[config.mk]
export PLATFORM = sky130hd
export DESIGN_NAME = seq_stage_ctrl
export DESIGN_NICKNAME = d
export VERILOG_FILES = /design/src/rtl/seq_pkg.sv /design/src/rtl/seq_stage_ctrl_cc.sv /design/src/rtl/seq_stage_ctrl.sv
export SDC_FILE = /design/constraint.sdc
export NUM_CORES = 1
export LEC_CHECK = 0
export CORE_UTILIZATION = 53
export CTS_CLUSTER_DIAMETER = 80
export DETAILED_ROUTE_END_ITERATION = 8
export PLACE_DENSITY_LB_ADDON = 0.05
export SLEW_MARGIN = 40
export SYNTH_ARGS = -nofsm -noshare
export SYNTH_HDL_FRONTEND = slang
export SYNTH_HIERARCHICAL = 1
export SYNTH_SLANG_ARGS = --single-unit
export TNS_END_PERCENT = 30
[constraint.sdc]
create_clock -name clk -period 5.05 [get_ports clk]
set_input_delay 1.01 -clock clk [delete_from_list [all_inputs] [get_ports clk]]
set_output_delay 1.01 -clock clk [all_outputs]
set_load 0.1 [all_outputs]
[src/rtl/seq_pkg.sv]
// Shared types and constants for the SEQ Y86-64 multi-cycle sequencer.
package seq_pkg;

    localparam logic [3:0] IC_HALT  = 4'h0;
    localparam logic [3:0] IC_NOP   = 4'h1;
    localparam logic [3:0] IC_CMOV  = 4'h2;
    localparam logic [3:0] IC_IRMOV = 4'h3;
    localparam logic [3:0] IC_RMMOV = 4'h4;
    localparam logic [3:0] IC_MRMOV = 4'h5;
    localparam logic [3:0] IC_OPQ   = 4'h6;
    localparam logic [3:0] IC_JXX   = 4'h7;
    localparam logic [3:0] IC_CALL  = 4'h8;
    localparam logic [3:0] IC_RET   = 4'h9;
    localparam logic [3:0] IC_PUSH  = 4'hA;
    localparam logic [3:0] IC_POP   = 4'hB;

    typedef enum logic [2:0] {
        STAT_AOK = 3'd1,
        STAT_HLT = 3'd2,
        STAT_ADR = 3'd3,
        STAT_INS = 3'd4
    } stat_e;

    typedef enum logic [2:0] {
        S_IDLE,
        S_FETCH,
        S_DECODE,
        S_EXECUTE,
        S_MEMORY,
        S_WRITEBACK,
        S_PCUPD,
        S_HALT
    } state_e;

    typedef struct packed {
        logic zf;
        logic sf;
        logic of;
    } cc_t;

    localparam cc_t CC_RESET = '{zf: 1'b1, sf: 1'b0, of: 1'b0};

    // Instructions that touch data memory in the MEMORY stage.
    function automatic logic is_mem_icode(input logic [3:0] ic);
        case (ic)
            IC_RMMOV, IC_MRMOV, IC_CALL, IC_RET, IC_PUSH, IC_POP: return 1'b1;
            default: return 1'b0;
        endcase
    endfunction

endpackage

[src/rtl/seq_stage_ctrl_cc.sv]
// Condition-code register: loads ALU flags on demand, resets to Z=1 S=0 O=0.
module seq_cc_reg
    import seq_pkg::*;
(
    input  logic clk,
    input  logic rst,
    input  logic load,
    input  cc_t  cc_in,
    output cc_t  cc_out
);

    cc_t cc_d;
    cc_t cc_q;

    always_comb begin
        cc_d = cc_q;
        if (load) begin
            cc_d = cc_in;
        end
    end

    always_ff @(posedge clk) begin
        if (rst) begin
            cc_q <= CC_RESET;
        end else begin
            cc_q <= cc_d;
        end
    end

    assign cc_out = cc_q;

endmodule

[src/rtl/seq_stage_ctrl.sv]
// Multi-cycle SEQ sequencer: one-hot stage enables, condition codes,
// data-memory handshake with timeout and processor status.
module seq_stage_ctrl
    import seq_pkg::*;
#(
    parameter int unsigned MEM_TIMEOUT = 16,
    parameter int unsigned CNT_W       = 32
) (
    input  logic             clk,
    input  logic             rst,
    input  logic             start,
    input  logic             step_mode,
    input  logic [3:0]       icode,
    input  logic             instr_valid,
    input  logic             imem_error,
    input  logic             mem_ready,
    input  logic             dmem_error,
    input  logic             alu_zf,
    input  logic             alu_sf,
    input  logic             alu_of,
    output logic             fetch_en,
    output logic             decode_en,
    output logic             exec_en,
    output logic             mem_en,
    output logic             wb_en,
    output logic             pc_en,
    output logic             mem_req,
    output logic             cc_zf,
    output logic             cc_sf,
    output logic             cc_of,
    output logic [2:0]       stat,
    output logic             busy,
    output logic             halted,
    output logic [CNT_W-1:0] instr_count
);

    localparam int unsigned WAIT_W = $clog2(MEM_TIMEOUT + 1);

    state_e             state_q, state_d;
    stat_e              stat_q, stat_d;
    logic [3:0]         icode_q, icode_d;
    logic [CNT_W-1:0]   count_q, count_d;
    logic [WAIT_W-1:0]  wait_q, wait_d;
    logic               cc_load;
    logic               mem_access;
    cc_t                alu_cc;
    cc_t                cc_cur;

    assign mem_access = (state_q == S_MEMORY) && is_mem_icode(icode_q);
    assign alu_cc     = '{zf: alu_zf, sf: alu_sf, of: alu_of};

    seq_cc_reg u_cc (
        .clk    (clk),
        .rst    (rst),
        .load   (cc_load),
        .cc_in  (alu_cc),
        .cc_out (cc_cur)
    );

    // Next-state, fault capture and counters.
    always_comb begin
        state_d = state_q;
        stat_d  = stat_q;
        icode_d = icode_q;
        count_d = count_q;
        wait_d  = wait_q;
        cc_load = 1'b0;

        case (state_q)
            S_IDLE: begin
                if (start) begin
                    state_d = S_FETCH;
                end
            end
            S_FETCH: begin
                if (imem_error) begin
                    state_d = S_HALT;
                    stat_d  = STAT_ADR;
                end else if (!instr_valid) begin
                    state_d = S_HALT;
                    stat_d  = STAT_INS;
                end else if (icode == IC_HALT) begin
                    state_d = S_HALT;
                    stat_d  = STAT_HLT;
                    count_d = count_q + CNT_W'(1);
                end else begin
                    icode_d = icode;
                    state_d = S_DECODE;
                end
            end
            S_DECODE: begin
                state_d = S_EXECUTE;
            end
            S_EXECUTE: begin
                cc_load = (icode_q == IC_OPQ);
                wait_d  = '0;
                state_d = S_MEMORY;
            end
            S_MEMORY: begin
                if (!mem_access) begin
                    state_d = S_WRITEBACK;
                end else if (mem_ready) begin
                    wait_d = '0;
                    if (dmem_error) begin
                        state_d = S_HALT;
                        stat_d  = STAT_ADR;
                    end else begin
                        state_d = S_WRITEBACK;
                    end
                end else begin
                    // Count unanswered request cycles; give up at the limit.
                    wait_d = wait_q + WAIT_W'(1);
                    if (wait_d == WAIT_W'(MEM_TIMEOUT)) begin
                        state_d = S_HALT;
                        stat_d  = STAT_ADR;
                    end
                end
            end
            S_WRITEBACK: begin
                state_d = S_PCUPD;
            end
            S_PCUPD: begin
                count_d = count_q + CNT_W'(1);
                state_d = step_mode ? S_IDLE : S_FETCH;
            end
            S_HALT: begin
                state_d = S_HALT;
            end
            default: begin
                state_d = S_IDLE;
            end
        endcase
    end

    always_ff @(posedge clk) begin
        if (rst) begin
            state_q <= S_IDLE;
            stat_q  <= STAT_AOK;
            icode_q <= IC_HALT;
            count_q <= '0;
            wait_q  <= '0;
        end else begin
            state_q <= state_d;
            stat_q  <= stat_d;
            icode_q <= icode_d;
            count_q <= count_d;
            wait_q  <= wait_d;
        end
    end

    // Moore outputs decoded straight from the state register.
    assign fetch_en    = (state_q == S_FETCH);
    assign decode_en   = (state_q == S_DECODE);
    assign exec_en     = (state_q == S_EXECUTE);
    assign mem_en      = (state_q == S_MEMORY);
    assign wb_en       = (state_q == S_WRITEBACK);
    assign pc_en       = (state_q == S_PCUPD);
    assign mem_req     = mem_access;
    assign busy        = (state_q != S_IDLE) && (state_q != S_HALT);
    assign halted      = (state_q == S_HALT);
    assign stat        = stat_q;
    assign instr_count = count_q;
    assign cc_zf       = cc_cur.zf;
    assign cc_sf       = cc_cur.sf;
    assign cc_of       = cc_cur.of;

endmodule

# Word-level counts from Yosys, hierarchy flattened
# Cells that the tools add are included.
# totals
elab_cells	78
regBits	50
input_bits	15
# classes
n_bitwise	2
reduce_logical	14
n_eq_ne	25
n_mux	27
addsub	2
# ops
operator	count
$mux 32	3
$pmux 32 s2	1
$mux 3	14
$add 32x1->32 const B	1
$pmux 3 s8	1
$eq 4x4->1 const B	4
$eq 3x3->1 const B	4
$eq 4x3->1 const B	3
$mux 5	2
$pmux 5 s2	1
$ne 4x3->1 const B	2
$reduce_and 4->1	2
$eq 3x2->1 const B	2
$ne 2x2->1 const B	3
$ne 3x3->1 const B	2
$pmux 3 s2	1
$reduce_bool 2->1	3
$reduce_or 6->1	1
$add 5x1->5 const B	1
$eq 5x5->1 const B	1
$reduce_and 5->1	1
$logic_not 4->1	1
$ne 2x1->1 const B	2
$reduce_and 2->1	2
other kinds (8)	12

# Depth between registers and ports, before layout
# Gate-level depths: netlist of the first run.
# depth
depth_word	6
depth_mapped	8
depth_no_buf	6

# By module
# Netlist of the first run, hierarchy kept.
# by_module_without_submodules
module	cells_each	area_each_um2	instances	seq_area_each_um2
seq_stage_ctrl	295	2411.1	1	940.9
seq_cc_reg	9	102.6	1	60.1

# Least setup slack after synthesis of the first run
# Ideal clock, no wire load.
# synth_path
kind	flip-flop to output port
startpoint	register state_q[1]
endpoint	output port mem_req
t_required_ns	4.040
t_arrival_ns	2.545
path_slack_ns	1.495
stages_incl_launch_ff	4
cell_sequence	dfxtp_1 clkbuf_1 or3b_2 a21oi_1
# synth_between
elab_chain_cells	2
# synth_lines
item	line_no	source
start: declaration	seq_stage_ctrl.sv:39	state_e state_q, state_d;
start signal: assignment	seq_stage_ctrl.sv:143	state_q <= state_d;
$eq 3x3->1	seq_stage_ctrl.sv:49	assign mem_access = (state_q == S_MEMORY) && is_mem_icode(icode_q);
$logic_and 1x1->1	seq_stage_ctrl.sv:49	
end: declaration	seq_stage_ctrl.sv:27	output logic mem_req,
# No other way between the ends.

# Worst setup path in the final report of the first run
# layout_path
startpoint	input port icode[3]
endpoint	register count_q[26] (netlist: instr_count[26])
# layout_between
elab_chain_cells	3
# layout_lines
item	line_no	source
start: declaration	seq_stage_ctrl.sv:13	input logic [3:0] icode,
$logic_not 4->1	seq_stage_ctrl.sv:82	end else if (icode == IC_HALT) begin
$ne 2x1->1 (no source line)	n/a	
$reduce_and 4->1 (no source line)	n/a	
end signal: assignment	seq_stage_ctrl.sv:146	count_q <= count_d;
end: declaration	seq_stage_ctrl.sv:42	logic [CNT_W-1:0] count_q, count_d;
# No other way between the ends.
# A chain may end at the register's enable or synchronous reset.

==> results of run 1 <==
## worst max-delay path, delay by kind of cell
| family | cells | cell delay, ps |
|---|---|---|
| AO/OA/AOI/OAI | 2 | 340 |
| buffers and inverters | 1 | 470 |
| AND/OR/NAND/NOR | 3 | 1490 |
## power groups by stage
stage	sequential, mW	clock, mW	combinational [mW]
floorplan	0.450	0	0.171
global placement	0.432	0	0.243
detailed placement	0.432	0	0.228
CTS	0.424	0.245	0.230
global route	0.427	0.260	0.241
finish	0.424	0.239	0.229
## layout make-up
| cell class | count | area share, % |
|---|---|---|
| Clock buffer | 7 | 2.89 |
| Tap cell | 52 | 2.18 |
| Inverter | 6 | 0.921 |
| Clock inverter | 1 | 0.167 |
| Timing Repair Buffer | 62 | 12.6 |
| Sequential cell | 50 | 33.5 |
| Multi-Input combinational cell | 235 | 47.7 |
## kinds of logic (layout without fill, tap and decap cells)
kind of cell | count (synthesis) | in the layout
AND/OR/NAND/NOR | 152 | 152
flip-flops | 50 | 50
XOR/XNOR | 16 | 16
multiplexers | 4 | 4
AO/OA/AOI/OAI | 61 | 61
buffers and inverters | 19 | 76
adder cells (fa/ha/maj) | 2 | 2
## cells in the mapped netlist (2+ instances only)
library cell / n / area [um2]
dfxtp_1: 50 / 1000
nor2_1: 39 / 146
nand2_1: 28 / 105
a21oi_1: 23 / 115
nand3_1: 14 / 70.1
nand4_1: 12 / 75.1
o21ai_0: 11 / 55.1
or4_1: 11 / 82.6
clkbuf_1: 10 / 37.5
o31ai_1: 10 / 75.1
xnor2_1: 8 / 70.1
xor2_1: 8 / 70.1
and2_1: 5 / 31.3
and4_1: 5 / 43.8
inv_1: 5 / 18.8
nand2b_1: 5 / 31.3
nor3_1: 5 / 25.0
nor4_1: 5 / 31.3
mux2i_1: 4 / 40.0
or3_1: 4 / 25.0
a22oi_1: 3 / 22.5
a31oi_1: 3 / 18.8
nor2b_1: 3 / 18.8
a21o_1: 2 / 15.0
and3_1: 2 / 12.5
ha_1: 2 / 25.0
nor4b_1: 2 / 17.5
o21a_1: 2 / 15.0
or3b_2: 2 / 17.5
## worst paths after layout
kind / to / slack, ps / depth (start not counted) / start
setup / recovery: instr_count[26]$_SDFFE_PP0P_ / 1970 / 6 / icode[3]
hold reg to reg: stat[2]$_SDFFE_PP0P_ / 480 / 2 / stat[2]$_SDFFE_PP0P_
setup reg to reg: instr_count[26]$_SDFFE_PP0P_ / 2530 / 6 / state_q[0]$_SDFFE_PP0P_
hold / removal: stat[2]$_SDFFE_PP0P_ / 480 / 2 / stat[2]$_SDFFE_PP0P_
## sequential cells by signal, summed over array words and instances (netlist names)
register,count
icode_q,4
instr_count,32
stat,3
state_q,3
u_cc/cc_out,3
wait_q,5
## layer usage
| metal | up-vias | global-route usage, % |
|---|---|---|
| li1 | 1220 | - |
| met1 | 1158 | 31.3 |
| met2 | 47 | 40.3 |
| met3 | 7 | 4.42 |
| met4 | 0 | 8.00 |
| met5 | - | 0 |
## metrics by stage
stage               std cells  instance area [um2]  setup slack (ps)
floorplan                 304                 2510              1490
global placement          405                 3140              1640
detailed placement        405                 2900              1660
CTS                       413                 2990              1970
global route              413                 2990              1840
finish                    413                 2990              1970
==> results_dict.tcl, run 1 <==
set metrics [dict create \
    outcome "completed" \
    switching_share_pct 36.3 \
    synth_compound_gate_area_share_pct 15.0 \
    synthesis.area_mm2 0.00251 \
    number_of_buffers_inserted_during_clock_tree_synthesis 5 \
    cts.reportedPaths.clkPinSlew_ps 90 \
    timing_worst_setup_path_type "in -> reg" \
    grt_pass1_vias 2090 \
    post_synth_fa_ha_maj_area_fraction_pct 0.996 \
    switching_power_mw 0.323 \
    required_ps 5290 \
    maxSlewViolCount 0 \
    hold_class "reg -> reg" \
    p_int_mw 0.568 \
    detail_route.vias_per_cell 5.89 \
    routed_wl_um 5800 \
    ys_seq_elements 50 \
    largest_family_of_logic_cells_by_synthesized_area "simple AND/OR/NAND/NOR gates" \
    antenna_cell_count 0 \
    global_placement_routability_congestion 0.850 \
    drt-initial-drc-count 143 \
    tritoncts "done" \
    grt_pass1_wl_um 9560 \
    relative_contribution_of_combinational_cells_to_total_power_pct 25.7 \
    clock_tree.buffer_depth 2 \
    die_area_mm2 0.00502 \
    setup_viol 0 \
    postSynth.topFlopCell "dfxtp_1" \
    drt-pass1-iter-count 6 \
    detail_route.drc_violations 0 \
    critPathCaptureType "flip-flop" \
    crit_arrival_ps 3320 \
    core_region_area_mm2 0.00444 \
    crit_path_max_fanout 13 \
    clock_sink_count 50 \
    synth.lib_cells_used.distinct 50 \
    num_rows 24 \
    top_achievable_clock_speed_mhz 324 \
    max-slew-margin-rel_pct 58.3 \
    place.port_buffers 61 \
    dp_hpwl_um 4270 \
    multi_input_comb_area_mm2 0.00143 \
    syn-num-nets 321 \
    route.top_layer_used "met4" \
    unrepaired_setup_endpoints_after_global_routing "no" \
    mostFrequentLayoutCell "dfxtp_1" \
    post_synth.cell_area_avg_um2 8.27 \
    synth_cells 304 \
    finalSetupTns_ps 0 \
    power_leakage_nw 1.14 \
    synth_simple_gate_area_share_pct 33.6 \
    power_mw 0.892 \
    power_density_mw_per_mm2 298 \
    clock_latency_ps 300 \
    clockRootBuffer "clkbuf_8" \
    register_area_mm2 0.00100 \
    cts_repair_resize_count 0 \
    syn_to_layout_area_delta_pct 19.0 \
    synth.yosys.seq_area_share_pct 39.8 \
    routedWlPerCell_um 14.1 \
    final_util_pct 67.3 \
    synth-warning-count 6 \
    wl_met3_um 200 \
    start_util_pct 56.6 \
    worstSetupStartpointType "primary input" \
    number_of_synthesized_flops_with_an_enable_pin 0 \
    postSynth.asyncResetShare_pct 0 \
    horizontal_die_dimension_um 70.9 \
    power.share.sequential_pct 47.5 \
    tightest_slew_ps 620 \
    met2_wirelength_um 2830 \
    routed_metal_1_wire_length_um 2690 \
    commonest_cells_after_routing_fill_and_taps_aside "50 x dfxtp_1, 48 x buf_2, 39 x nor2_1" \
    final_worst_clock_skew_ps 7.41 \
    boundaryPins 62 \
    setup_bufs_post_cts 0 \
    ctsHtreeMaxLevel 2 \
    layout-drive-gt1-share_pct 18.3 \
    hold-worst-slack_ps 482 \
    cpPeakStageDelay_ps 580 \
    grt_antenna_before_repair 0 \
    timing.final.crit_period_ps 3080 \
    mux_cell_area_share_after_synthesis_pct 1.59 \
    antenna_violating_nets_post_route 0 \
    timing_hold_violations_final 0 \
    dr_total_vias 2432 \
    grt_start_max_net_pins 34 \
    fp.dieH_um 70.9 \
    layout.filler_cells 417 \
    max_cap_violations 0 \
    finalNetCount 377 \
    gr-total-overflow 0 \
    postCtsHoldBufs 0 \
    timing.critical_path.slowest_stage_cell "or3_1" \
    ir_worst_vdd_v 0.000267 \
    power.clock.fraction_pct 26.8 \
    yosys.area_share.xor_xnor_pct 5.57 \
    grt_use_total_pct 24.0 \
    crit_chain "clkdlybuf4s50_1 -> nor4_4 -> a21oi_2 -> or3_1 -> or4_1 -> a21oi_1" \
    timing.final.crit_share_pct 61.1 \
]
(Power assumes the default switching activity.)
==> run 2, diff against run 1 <==
CORE_UTILIZATION = 44   (was 53)
clock period = 2.8 ns   (was 5.05 ns; I/O delays follow)
==> results_dict.tcl, run 2 (synthesis gave the netlist of run 1 again) <==
set metrics [dict create \
    post-place-ws_ps 3.21 \
    maxSlewViolCount 0 \
    antenna_violating_nets_post_route 0 \
    finalNetCount 391 \
    r2r_start "state_q[1]$_SDFFE_PP0P_" \
    cts.reportedPaths.clkPinSlew_ps 90 \
    grt_pass1_vias 2336 \
    routed_wl_um 6170 \
    setup_viol 0 \
    ir_worst_vdd_v 0.000320 \
    relative_contribution_of_combinational_cells_to_total_power_pct 28.1 \
    detail_route.drc_violations 0 \
    crit_arrival_ps 2740 \
    r2r_cells 6 \
    syn_to_layout_area_delta_pct 30.2 \
    cts_repair_resize_count 0 \
    drt-initial-drc-count 119 \
    power.share.sequential_pct 45.8 \
    final_worst_clock_skew_ps 9.54 \
    worst_setup_path_endpoint "instr_count[29]$_SDFFE_PP0P_" \
    mostFrequentLayoutCell "buf_4" \
    final_util_pct 59.4 \
    timing_hold_violations_final 0 \
    horizontal_die_dimension_um 77.6 \
    number_of_cells_in_the_finished_layout_apart_from_fillers 447 \
    critPathCaptureType "flip-flop" \
    timing.critical_path.slowest_stage_cell "or4_4" \
    max-slew-margin-rel_pct 62.7 \
    crit_chain "clkdlybuf4s50_1 -> nor4_4 -> a21oi_2 -> or4_4 -> or4_1 -> a21oi_1" \
    r2r_setup_slack_ps 470 \
    hold_class "reg -> reg" \
    crit_path_max_fanout 6 \
    start_util_pct 45.6 \
    required_ps 3030 \
    grt_use_total_pct 21.7 \
    core_region_area_mm2 0.00551 \
    switching_power_mw 0.594 \
    power.clock.fraction_pct 26.1 \
    setup_bufs_post_cts 0 \
    switching_share_pct 35.8 \
    layout-drive-gt1-share_pct 21.3 \
    max_cap_violations 0 \
    dr_total_vias 2491 \
    tritoncts "done" \
    power_leakage_nw 1.21 \
    hold-worst-slack_ps 481 \
    routedWlPerCell_um 13.8 \
    critPathLaunch "icode[3]" \
    worstSetupStartpointType "primary input" \
    commonest_cells_after_routing_fill_and_taps_aside "60 x buf_4, 50 x dfxtp_1, 39 x nor2_1" \
    drt-pass1-iter-count 5 \
    finalSetupTns_ps 0 \
    fp.dieH_um 77.6 \
    dp_hpwl_um 4530 \
    die_area_mm2 0.00602 \
    boundaryPins 62 \
    postLayoutSetupSlackWorst_ps 299 \
    timing.rr.end "instr_count[29]$_SDFFE_PP0P_" \
    num_rows 27 \
    cpPeakStageDelay_ps 600 \
    place.port_buffers 61 \
    timing.final.crit_share_pct 89.3 \
    outcome "completed" \
    gr-total-overflow 0 \
    p_int_mw 1.06 \
    placed_cells 439 \
    grt_start_max_net_pins 31 \
    ctsHtreeMaxLevel 2 \
    timing.final.crit_period_ps 2500 \
    tightest_slew_ps 553 \
    antenna_cell_count 0 \
    number_of_buffers_inserted_during_clock_tree_synthesis 5 \
    largest_reg_flops 32 \
    unrepaired_setup_endpoints_after_global_routing "no" \
    clock_latency_ps 300 \
    clockRootBuffer "clkbuf_8" \
    timing_worst_setup_path_type "in -> reg" \
    top_achievable_clock_speed_mhz 400 \
    clock_sink_count 50 \
    clock_tree.buffer_depth 2 \
    grt_pass1_wl_um 10500 \
    detail_route.vias_per_cell 5.57 \
    postCtsHoldBufs 0 \
    global_placement_routability_congestion 0.832 \
    power_density_mw_per_mm2 507 \
    grt_antenna_before_repair 0 \
]
[run 2: cell types whose count changed in the layout (fill, tap and decap cells not counted)]
cell / before / now
buf_4: 1 / 60
buf_2: 48 / 0
buf_12: 0 / 2
a21oi_1: 23 / 22
a21oi_2: 1 / 2
clkdlybuf4s50_1: 13 / 14
[run 2: critical path, delay by kind of cell]
kind / cells / cell delay, ps
compound gates: 2 / 290
simple gates: 3 / 1430
buf+inv: 1 / 460
[run 2: per-stage QoR]
step / area, um2 / power [mW]
after detailed placement: 3180 / 1.24
final: 3270 / 1.66
after global placement: 3180 / 1.24
after floorplan: 2520 / 1.12
after global routing: 3270 / 1.74
after CTS: 3270 / 1.68
[run 2: per-layer routing]
layer  part of all wire, %  up-vias  GRT usage (%)
li1                      -     1258              -
met3                   4.8        6           4.00
met1                    47     1170           29.1
met5                     0        -              0
met2                    47       57           35.5
met4                   1.1        0           6.04
[run 2: power by group through the flow]
stage	combinational (mW)	sequential [mW]	clock (mW)
floorplan	0.309	0.811	0
global placement	0.466	0.775	0
detailed placement	0.467	0.775	0
CTS	0.468	0.759	0.452
global route	0.490	0.765	0.484
finish	0.466	0.759	0.433
[run 2: layout make-up]
cell class,count,area (um2)
tap,72,90.1
inverter,6,27.5
multi-input combinational,235,1430
timing repair buffer,76,631
clock buffer,7,86.3
fill,517,2230
clock inverter,1,5.00
sequential,50,1000
[run 2: how the worst min path moves through the flow]
| stage | slack, ps | start | cells past startpoint | endpoint |
|---|---|---|---|---|
| CTS | 480 | stat[1]$_SDFFE_PP0P_ | 1 | stat[1]$_SDFFE_PP0P_ |
| global placement | 450 | stat[1]$_SDFFE_PP0P_ | 1 | stat[1]$_SDFFE_PP0P_ |
| global route | 510 | stat[1]$_SDFFE_PP0P_ | 1 | stat[1]$_SDFFE_PP0P_ |
| finish | 480 | stat[1]$_SDFFE_PP0P_ | 1 | stat[1]$_SDFFE_PP0P_ |
| detailed placement | 460 | stat[1]$_SDFFE_PP0P_ | 1 | stat[1]$_SDFFE_PP0P_ |
| floorplan | 460 | wait_q[1]$_SDFFE_PP0P_ | 2 | wait_q[1]$_SDFFE_PP0P_ |
